**config.mk**
```make
export PLATFORM = sky130hd
export DESIGN_NAME = spmp_csr_regs_flat
export DESIGN_NICKNAME = d
export VERILOG_FILES = /design/src/rtl/spmp_csr_regs_pkg.sv /design/src/rtl/spmp_csr_regs_if.sv /design/src/rtl/spmp_csr_regs_cfg_legalizer.sv /design/src/rtl/spmp_csr_regs.sv /design/src/flat_wrapper.sv
export SDC_FILE = /design/constraint.sdc
export NUM_CORES = 2
export LEC_CHECK = 0
export BUFFER_PORTS_ARGS = -buffer_cell sky130_fd_sc_hd__buf_2
export CAP_MARGIN = 10
export CORE_AREA = 2 2 470 472
export DETAILED_ROUTE_END_ITERATION = 8
export DIE_AREA = 0 0 472 474
export GPL_TIMING_DRIVEN = 0
export HOLD_SLACK_MARGIN = 0.05
export PLACE_DENSITY = 0.41
export REMOVE_ABC_BUFFERS = 1
export SYNTH_ARGS = -nofsm -noshare
export SYNTH_HDL_FRONTEND = slang
export SYNTH_SLANG_ARGS = --single-unit
```
**constraint.sdc**
```tcl
create_clock -name clk_i -period 6.5 [get_ports clk_i]
set_clock_uncertainty 0.1 [all_clocks]
set_input_delay 1.3 -clock clk_i [delete_from_list [all_inputs] [get_ports clk_i]]
set_output_delay 1.3 -clock clk_i [all_outputs]
set_load 0.05 [all_outputs]
```
**src/rtl/spmp_csr_regs_pkg.sv**
```systemverilog
// ----------------------------------------------------------------------------
// spmp_csr_regs_pkg
// Shared types and helpers for the S-mode PMP CSR register block.
//   spmp_sel_e        : which CSR group a request addresses (CFG/ADDR/SWITCH)
//   spmpcfg_t         : one per-entry configuration byte
//   spmp_state_e      : request-handling FSM states
//   legalize_spmpcfg  : WARL rule for a single cfg byte
//   switch_mask       : mask of implemented entries for spmpswitch
// ----------------------------------------------------------------------------
package spmp_csr_regs_pkg;

   localparam int unsigned XLEN = 64;

   typedef enum logic [1:0] {
      SPMP_SEL_CFG    = 2'd0,
      SPMP_SEL_ADDR   = 2'd1,
      SPMP_SEL_SWITCH = 2'd2,
      SPMP_SEL_RSVD   = 2'd3
   } spmp_sel_e;

   // Byte layout of a cfg entry: [7]S [6:5]reserved [4:3]A [2]X [1]W [0]R
   typedef struct packed {
      logic       s_mode;
      logic [1:0] reserved;
      logic [1:0] addr_mode;
      logic [2:0] access_perm;
   } spmpcfg_t;

   typedef enum logic [1:0] {
      ST_IDLE  = 2'd0,
      ST_FLUSH = 2'd1,
      ST_RESP  = 2'd2
   } spmp_state_e;

   localparam int unsigned CfgRBit = 0;
   localparam int unsigned CfgWBit = 1;
   localparam int unsigned CfgXBit = 2;
   localparam int unsigned CfgSBit = 7;
   localparam logic [7:0]  CfgRsvdMask = 8'h60;

   // Reserved encodings (W without R, or S with no permissions) leave the
   // entry untouched; otherwise the new byte is taken with reserved bits cleared.
   function automatic logic [7:0] legalize_spmpcfg(input logic [7:0] old_byte,
                                                   input logic [7:0] new_byte);
      logic [7:0] result;
      result = new_byte & ~CfgRsvdMask;
      if (new_byte[CfgWBit] && !new_byte[CfgRBit]) begin
         result = old_byte;
      end else if (new_byte[CfgSBit] && (new_byte[CfgXBit:CfgRBit] == 3'b000)) begin
         result = old_byte;
      end
      return result;
   endfunction

   // One bit per implemented entry, upper bits zero.
   function automatic logic [XLEN-1:0] switch_mask(input int unsigned nr_entries);
      logic [XLEN-1:0] mask;
      for (int i = 0; i < XLEN; i++) begin
         mask[i] = (i < nr_entries);
      end
      return mask;
   endfunction

endpackage

```
**src/rtl/spmp_csr_regs_if.sv**
```systemverilog
// ----------------------------------------------------------------------------
// spmp_csr_regs_if
// CSR request/response channel between the CSR file (master) and the SPMP
// register block (slave).
//   req_valid/req_ready : request handshake, transfer when both high
//   req_we              : 1 = write, 0 = read
//   req_sel/req_idx     : target group and cfg word / addr entry number
//   req_wdata           : write data
//   rsp_valid           : single-cycle response strobe, no backpressure
//   rsp_rdata/rsp_err   : read data (post-legalization for writes), error flag
// ----------------------------------------------------------------------------
interface spmp_csr_regs_if;
   import spmp_csr_regs_pkg::*;

   logic            req_valid;
   logic            req_ready;
   logic            req_we;
   spmp_sel_e       req_sel;
   logic [5:0]      req_idx;
   logic [XLEN-1:0] req_wdata;
   logic            rsp_valid;
   logic [XLEN-1:0] rsp_rdata;
   logic            rsp_err;

   modport master (
      output req_valid, req_we, req_sel, req_idx, req_wdata,
      input  req_ready, rsp_valid, rsp_rdata, rsp_err
   );

   modport slave (
      input  req_valid, req_we, req_sel, req_idx, req_wdata,
      output req_ready, rsp_valid, rsp_rdata, rsp_err
   );

endinterface

```
**src/rtl/spmp_csr_regs_cfg_legalizer.sv**
```systemverilog
// ----------------------------------------------------------------------------
// spmp_cfg_legalizer
// Combinational WARL legalization of one spmpcfg byte.
//   old_byte   : currently stored (already legal) byte
//   new_byte   : byte lane taken from the write data
//   legal_byte : value that would be stored on commit
// ----------------------------------------------------------------------------
module spmp_cfg_legalizer
   import spmp_csr_regs_pkg::*;
(
   input  logic [7:0] old_byte,
   input  logic [7:0] new_byte,
   output logic [7:0] legal_byte
);

   assign legal_byte = legalize_spmpcfg(old_byte, new_byte);

endmodule

```
**src/rtl/spmp_csr_regs.sv**
```systemverilog
// ----------------------------------------------------------------------------
// spmp_csr_regs
// Architectural SPMP state (spmpcfg, spmpaddr, spmpswitch) feeding the SPMP
// permission checker. Serves CSR reads/writes, legalizes written values and,
// when a write actually changes state, requests a flush of in-flight memory
// accesses and holds the response until the flush is acknowledged.
//   clk_i, rst_ni  : clock, asynchronous active-low reset
//   csr            : CSR request/response channel (slave side)
//   flush_req_o    : flush request to LSU/fetch, held until flush_ack_i
//   flush_ack_i    : flush done, only observed while flushing
//   spmpcfg_o      : per-entry configuration
//   spmpaddr_o     : per-entry address, PLEN-2 bits
//   spmpswitch_o   : per-entry enables, unimplemented bits zero
// ----------------------------------------------------------------------------
module spmp_csr_regs
   import spmp_csr_regs_pkg::*;
#(
   parameter  int unsigned NrSPMPEntries = 16,
   parameter  int unsigned PLEN          = 56,
   localparam int unsigned NrOut         = (NrSPMPEntries == 0) ? 1 : NrSPMPEntries
) (
   input  logic                 clk_i,
   input  logic                 rst_ni,
   spmp_csr_regs_if.slave       csr,
   output logic                 flush_req_o,
   input  logic                 flush_ack_i,
   output spmpcfg_t             spmpcfg_o    [NrOut],
   output logic [PLEN-3:0]      spmpaddr_o   [NrOut],
   output logic [XLEN-1:0]      spmpswitch_o
);

   localparam int unsigned     NrCfgWords = (NrSPMPEntries + 7) / 8;
   localparam logic [XLEN-1:0] SwitchMask = switch_mask(NrSPMPEntries);

   spmp_state_e     state_q, state_d;
   logic            req_err;
   logic            changed;
   logic            accept;
   logic            cfg_we, addr_we, switch_we;
   logic [XLEN-1:0] rd_word, wr_word;
   logic [XLEN-1:0] switch_q;
   logic [XLEN-1:0] rsp_rdata_q;
   logic            rsp_err_q;

   // Padded views over all 64 possible entries; unimplemented entries read as
   // zero so that a fixed-width index can select them without range checks.
   wire  [511:0]    cfg_flat;
   wire  [511:0]    legal_flat;
   wire  [PLEN-3:0] addr_pad [64];
   wire  [XLEN-1:0] cfg_rd_word;
   wire  [XLEN-1:0] cfg_wr_word;

   assign accept    = (state_q == ST_IDLE) && csr.req_valid;
   assign cfg_we    = accept && csr.req_we && !req_err && (csr.req_sel == SPMP_SEL_CFG);
   assign addr_we   = accept && csr.req_we && !req_err && (csr.req_sel == SPMP_SEL_ADDR);
   assign switch_we = accept && csr.req_we && !req_err && (csr.req_sel == SPMP_SEL_SWITCH);

   // Per-entry storage with one legalizer each (eight per cfg word). Each
   // legalizer sees its own byte lane of the write data; only the entries of
   // the addressed word commit.
   for (genvar e = 0; e < 64; e++) begin : g_entry
      if (e < NrSPMPEntries) begin : g_live
         logic [7:0]      cfg_q;
         logic [7:0]      legal_byte;
         logic [PLEN-3:0] addr_q;

         spmp_cfg_legalizer u_legalizer (
            .old_byte   (cfg_q),
            .new_byte   (csr.req_wdata[8*(e%8) +: 8]),
            .legal_byte (legal_byte)
         );

         // Commit the legalized cfg byte or the truncated address of this entry.
         always_ff @(posedge clk_i or negedge rst_ni) begin
            if (!rst_ni) begin
               cfg_q  <= '0;
               addr_q <= '0;
            end else begin
               if (cfg_we && (csr.req_idx == 6'(e / 8))) begin
                  cfg_q <= legal_byte;
               end
               if (addr_we && (csr.req_idx == 6'(e))) begin
                  addr_q <= csr.req_wdata[PLEN-3:0];
               end
            end
         end

         assign cfg_flat[8*e +: 8]   = cfg_q;
         assign legal_flat[8*e +: 8] = legal_byte;
         assign addr_pad[e]          = addr_q;
         assign spmpcfg_o[e]         = cfg_q;
         assign spmpaddr_o[e]        = addr_q;
      end else begin : g_dead
         assign cfg_flat[8*e +: 8]   = 8'h00;
         assign legal_flat[8*e +: 8] = 8'h00;
         assign addr_pad[e]          = '0;
      end
   end

   if (NrSPMPEntries == 0) begin : g_no_entries
      assign spmpcfg_o[0]  = '0;
      assign spmpaddr_o[0] = '0;
   end

   // Gather the eight byte lanes of the addressed cfg word, both as stored and
   // as they would look after legalizing the write data.
   for (genvar j = 0; j < 8; j++) begin : g_lane
      assign cfg_rd_word[8*j +: 8] = cfg_flat[{csr.req_idx[2:0], 3'(j), 3'b000} +: 8];
      assign cfg_wr_word[8*j +: 8] = legal_flat[{csr.req_idx[2:0], 3'(j), 3'b000} +: 8];
   end

   // Decode the request: error check, current value, post-legalization value
   // and whether committing it would change any state.
   always_comb begin
      req_err = 1'b0;
      rd_word = '0;
      wr_word = '0;
      case (csr.req_sel)
         SPMP_SEL_CFG: begin
            req_err = (32'(csr.req_idx) >= NrCfgWords);
            rd_word = cfg_rd_word;
            wr_word = cfg_wr_word;
         end
         SPMP_SEL_ADDR: begin
            req_err = (32'(csr.req_idx) >= NrSPMPEntries);
            rd_word = {{(XLEN-PLEN+2){1'b0}}, addr_pad[csr.req_idx]};
            wr_word = {{(XLEN-PLEN+2){1'b0}}, csr.req_wdata[PLEN-3:0]};
         end
         SPMP_SEL_SWITCH: begin
            rd_word = switch_q;
            wr_word = csr.req_wdata & SwitchMask;
         end
         default: begin
            req_err = 1'b1;
         end
      endcase
      if (NrSPMPEntries == 0) begin
         req_err = 1'b1;
      end
      changed = (wr_word != rd_word);
   end

   // Entry enables; bits of unimplemented entries are already masked off.
   always_ff @(posedge clk_i or negedge rst_ni) begin
      if (!rst_ni) begin
         switch_q <= '0;
      end else if (switch_we) begin
         switch_q <= wr_word;
      end
   end

   // Response payload is captured at acceptance and held through FLUSH.
   always_ff @(posedge clk_i or negedge rst_ni) begin
      if (!rst_ni) begin
         rsp_rdata_q <= '0;
         rsp_err_q   <= 1'b0;
      end else if (accept) begin
         rsp_rdata_q <= req_err ? '0 : (csr.req_we ? wr_word : rd_word);
         rsp_err_q   <= req_err;
      end
   end

   // FSM state register; reset aborts any pending flush without a response.
   always_ff @(posedge clk_i or negedge rst_ni) begin
      if (!rst_ni) begin
         state_q <= ST_IDLE;
      end else begin
         state_q <= state_d;
      end
   end

   // Next state and handshake outputs. Only a write that changes state goes
   // through FLUSH; everything else answers one cycle after acceptance.
   always_comb begin
      state_d       = state_q;
      csr.req_ready = 1'b0;
      csr.rsp_valid = 1'b0;
      flush_req_o   = 1'b0;
      case (state_q)
         ST_IDLE: begin
            csr.req_ready = 1'b1;
            if (csr.req_valid) begin
               state_d = (csr.req_we && !req_err && changed) ? ST_FLUSH : ST_RESP;
            end
         end
         ST_FLUSH: begin
            flush_req_o = 1'b1;
            if (flush_ack_i) begin
               state_d = ST_RESP;
            end
         end
         ST_RESP: begin
            csr.rsp_valid = 1'b1;
            state_d       = ST_IDLE;
         end
         default: begin
            state_d = ST_IDLE;
         end
      endcase
   end

   assign csr.rsp_rdata = rsp_rdata_q;
   assign csr.rsp_err   = rsp_err_q && (state_q == ST_RESP);
   assign spmpswitch_o  = switch_q;

endmodule

```
**src/flat_wrapper.sv**
```systemverilog
// flat-port wrapper written by rule: the top's interface ports become plain ports
module spmp_csr_regs_flat import spmp_csr_regs_pkg::*;
#(
   parameter  int unsigned NrSPMPEntries = 16,
   parameter  int unsigned PLEN          = 56,
   localparam int unsigned NrOut         = (NrSPMPEntries == 0) ? 1 : NrSPMPEntries
)
  (clk_i, rst_ni, flush_req_o, flush_ack_i, spmpcfg_o, spmpaddr_o, spmpswitch_o, csr_req_valid, csr_req_we, csr_req_sel, csr_req_idx, csr_req_wdata, csr_req_ready, csr_rsp_valid, csr_rsp_rdata, csr_rsp_err);
  spmp_csr_regs_if csr_i ();
  input  logic clk_i;
  input  logic rst_ni;
  output logic flush_req_o;
  input  logic flush_ack_i;
  output spmpcfg_t spmpcfg_o[NrOut];
  output logic [PLEN-3:0] spmpaddr_o[NrOut];
  output logic [XLEN-1:0] spmpswitch_o;
  input wire logic [$bits(csr_i.req_valid)-1:0] csr_req_valid;
  input wire logic [$bits(csr_i.req_we)-1:0] csr_req_we;
  input wire logic [$bits(csr_i.req_sel)-1:0] csr_req_sel;
  input wire logic [$bits(csr_i.req_idx)-1:0] csr_req_idx;
  input wire logic [$bits(csr_i.req_wdata)-1:0] csr_req_wdata;
  output wire logic [$bits(csr_i.req_ready)-1:0] csr_req_ready;
  output wire logic [$bits(csr_i.rsp_valid)-1:0] csr_rsp_valid;
  output wire logic [$bits(csr_i.rsp_rdata)-1:0] csr_rsp_rdata;
  output wire logic [$bits(csr_i.rsp_err)-1:0] csr_rsp_err;
  assign csr_i.req_valid = csr_req_valid;
  assign csr_i.req_we = csr_req_we;
  assign csr_i.req_sel = csr_req_sel;
  assign csr_i.req_idx = csr_req_idx;
  assign csr_i.req_wdata = csr_req_wdata;
  assign csr_req_ready = csr_i.req_ready;
  assign csr_rsp_valid = csr_i.rsp_valid;
  assign csr_rsp_rdata = csr_i.rsp_rdata;
  assign csr_rsp_err = csr_i.rsp_err;
  spmp_csr_regs #(.NrSPMPEntries(NrSPMPEntries), .PLEN(PLEN)) u_core (.clk_i(clk_i), .rst_ni(rst_ni), .csr(csr_i), .flush_req_o(flush_req_o), .flush_ack_i(flush_ack_i), .spmpcfg_o(spmpcfg_o), .spmpaddr_o(spmpaddr_o), .spmpswitch_o(spmpswitch_o));
endmodule
```
==> impl_metrics.tcl <==
set metrics [dict create \
    totalWireLength_mm 295 \
    gr-total-overflow 0 \
    rows 172 \
    htree_levels 4 \
    rr_startpoint "u_core.state_q[0]$_DFFE_PN0P_" \
    worstSkewPairLatency_ns 0.81 \
    drc 0 \
    worst-slew-pin-transition_ns 1.27 \
    hold_path.class "input port to asynchronous set/reset pin" \
    grt_pass1_wl_mm 393 \
    fmax_mhz 161 \
    antenna_found_initial 26 \
    core-area_um2 219000 \
    maxCapViolCount 0 \
    vias 40759 \
    antenna_left 0 \
    yosysUniqueCellTypes 76 \
    cp-startpoint "csr_req_idx[2]" \
    yosys_warnings 0 \
    relSlewSlack_pct 14.1 \
    clk_pin_slew_ns 0.06 \
    ir_drop_mv 0.262 \
    cts_buffers 144 \
    grt_max_degree 145 \
    ys_seq_area_share_pct 53.6 \
    die_h_um 474 \
    netlist_instances 4004 \
    cts_tree "yes" \
    gp_congestion 0.795 \
    r2r_end "u_core.g_entry[8].g_live.addr_q[22]$_DFFE_PN0P_" \
    finalCritPeriodShare_pct 95.8 \
    p_leak_nw 34.9 \
    met2_usage_pct 44.1 \
    placedCellCount 7817 \
    drtPass1Iterations 5 \
    final_layout_size_suffix_gt1_share_pct 50.2 \
    die_w_um 472 \
    use_met3_pct 7.10 \
    cts_buffer_depth 3 \
    slew_violations 0 \
    finalSetupViolCount 0 \
    syn_area_per_cell_um2 13.1 \
    r2r_slack_ns 1.87 \
    grt_busiest_layer "met2" \
    crit_path_end_kind "flip-flop" \
    critPathKind "input port to flip-flop" \
    io_pins 1201 \
    track_usage_pct 25.7 \
    synth_flop_cell "dfrtp_1" \
    async_flop_share_pct 100 \
    cp.arrival_ns 6.79 \
    die-area_um2 224000 \
    wl_per_cell_um 36.4 \
    path_max_fanout 27 \
    hpwl_mm 218 \
    via_per_inst 5.03 \
    ys_seq_elements 1123 \
    gr-usage-met1_pct 31.3 \
    initial_utilization_pct 24.0 \
    min_period_ns 6.23 \
    syn2layout_area_growth_pct 29.0 \
    cp-endpoint "u_core.state_q[0]$_DFFE_PN0P_" \
    setup.worst_path.start_class "input port" \
    synth_edf_count 0 \
    first_iter_violations 2919 \
    worst_r2r_path_depth 9 \
    io_buffer_count 1197 \
    grt_pass1_vias 41641 \
    status "finished clean" \
    nNetsFinal 5176 \
    cts_root_buf "clkbuf_16" \
    p_total_mw 17.3 \
    cts_sinks 1123 \
    p_per_area_nw_per_um2 256 \
    grt_setup_unrepaired "no" \
    final_cells 8107 \
    worstPathRequired_ns 7.06 \
    synth_area_um2 52400 \
    finalHoldViolations 0 \
]
-- logic make-up (layout without fill, tap and decap cells) --
logic type	after synthesis	count (layout)	share of synthesized area [%]
flops	1123	1123	53.6
other cells	0	24	0
xor+xnor	27	27	0.451
simple gates	658	660	5.68
buf+inv	373	1579	3.48
mux	1146	1146	28.7
compound gates	677	677	8.12
-- cell type report --
| cell class | count | area (µm²) |
|---|---|---|
| sequential | 1123 | 28100 |
| antenna | 24 | 60.1 |
| timing repair buffer | 1300 | 8210 |
| multi-input combinational | 2510 | 22800 |
| fill | 22463 | 151000 |
| clock buffer | 221 | 4280 |
| inverter | 20 | 77.6 |
| clock inverter | 38 | 564 |
| tap | 2871 | 3590 |
-- critical path, cell delays in order --
cell       delay, ns
buf_4           0.50
and2_1          0.65
and2_4          0.67
buf_16          0.33
a22oi_1         0.19
o211ai_1        0.18
xor2_1          0.49
nand4_1         0.48
nor4_2          0.56
nand3_1         0.53
nor4_4          0.40
buf_4           0.22
o2bb2ai_1       0.08
-- layer usage --
layer  share of wire (%)  vias up
met4                 2.9        2
met1                  40    21920
li1                    -    16881
met5              0.0054        -
met2                  50     1630
met3                 7.3      326
-- cell usage in the layout, fill, tap and decap left out, types with 13 or more instances in the layout --
cell type / count
buf_6: 16
xor2_1: 18
buf_16: 51
nor2b_1: 29
buf_8: 13
a21oi_1: 154
mux2_2: 823
o211ai_1: 27
and2_1: 65
a221oi_1: 14
inv_1: 16
a22o_1: 31
nand2_1: 314
buf_12: 20
clkbuf_16: 147
a22oi_1: 67
o21ai_0: 261
nor2_1: 136
buf_2: 1191
nand3_1: 23
dfrtp_1: 1123
nand2b_1: 19
nand2_4: 13
clkbuf_8: 32
clkinv_2: 15
clkbuf_1: 42
diode_2: 24
mux2i_1: 120
mux4_2: 200
-- synth_stat cells (4+ instances only) --
master / count / area [µm²]
o211ai_1: 27 / 203
o31ai_1: 10 / 75.1
a21oi_1: 156 / 781
or2_2: 4 / 25.0
clkbuf_1: 208 / 781
o22ai_1: 12 / 75.1
and2_1: 69 / 432
nor4_1: 4 / 25.0
a22oi_1: 68 / 510
mux2i_1: 120 / 1200
a221oi_1: 14 / 123
dfrtp_1: 1123 / 28100
a2111oi_1: 4 / 40.0
buf_2: 78 / 390
a2bb2oi_1: 4 / 35.0
nor2b_1: 36 / 225
a211oi_1: 9 / 67.6
a22oi_2: 5 / 62.6
a221o_1: 5 / 50.1
a22o_1: 31 / 272
nand2b_1: 20 / 125
buf_12: 5 / 100
buf_1: 23 / 86.3
a21o_1: 10 / 75.1
a2111oi_2: 4 / 60.1
nor3_2: 6 / 60.1
o21ai_0: 262 / 1310
xnor2_1: 9 / 78.8
nand3_1: 23 / 115
nand2_1: 329 / 1230
buf_4: 15 / 113
inv_1: 18 / 67.6
mux4_2: 200 / 4500
mux2_2: 823 / 9270
nor3_1: 12 / 60.1
xor2_1: 18 / 158
nor2_1: 139 / 522
nand4_1: 5 / 31.3
o21a_1: 5 / 37.5
buf_6: 21 / 236
a32oi_1: 11 / 96.3
-- worst min-delay path by stage --
stage               depth (start not counted)                                               to  slack, ns                                 start
detailed placement                          2             u_core.csr.rsp_rdata[18]$_DFFE_PN0P_       0.37  u_core.csr.rsp_rdata[18]$_DFFE_PN0P_
global route                                1  u_core.g_entry[6].g_live.addr_q[10]$_DFFE_PN0P_       0.36                                rst_ni
global placement                            2             u_core.csr.rsp_rdata[61]$_DFFE_PN0P_       0.36  u_core.csr.rsp_rdata[61]$_DFFE_PN0P_
finish                                      1  u_core.g_entry[6].g_live.addr_q[10]$_DFFE_PN0P_       0.30                                rst_ni
floorplan                                   2                     u_core.rsp_err_q$_DFFE_PN0P_       0.36          u_core.rsp_err_q$_DFFE_PN0P_
CTS                                         1  u_core.g_entry[6].g_live.addr_q[10]$_DFFE_PN0P_       0.34                                rst_ni
-- power by group --
| part | switching (mW) | internal [mW] |
|---|---|---|
| Combinational | 1.41 | 0.396 |
| Sequential | 0.115 | 7.12 |
| Clock | 3.46 | 4.84 |
| Total | 4.98 | 12.4 |
-- sequential cells by signal, summed over array words and instances (netlist names) --
signal / flops
u_core.csr.rsp_rdata: 64
u_core.g_entry.g_live.addr_q: 864
u_core.g_entry.g_live.cfg_q: 128
u_core.rsp_err_q: 1
u_core.spmpswitch_o: 64
u_core.state_q: 2
-- per-stage QoR --
step	setup WS [ns]	utilization, %	hold WS, ns	instance area (µm²)	TNS [ns]
floorplan	0.346	-	0.358	50700	0
global placement	-23.45	27.6	0.363	60300	-
detailed placement	-2.07	28.7	0.365	62700	-4.13
CTS	0.0766	30.9	0.338	67600	0
global route	0.0498	30.9	0.357	67600	0
finish	0.274	30.9	0.295	67600	0
-- repair_timing --
action,4_1_cts,5_1_grt
hold buffers,0,0
buffers inserted,4,0
setup endpoints to repair,2,2
pin swaps,3,0
resized for setup,4,1
cloned,2,0
Note: power is estimated with default switching activity, not from simulation.
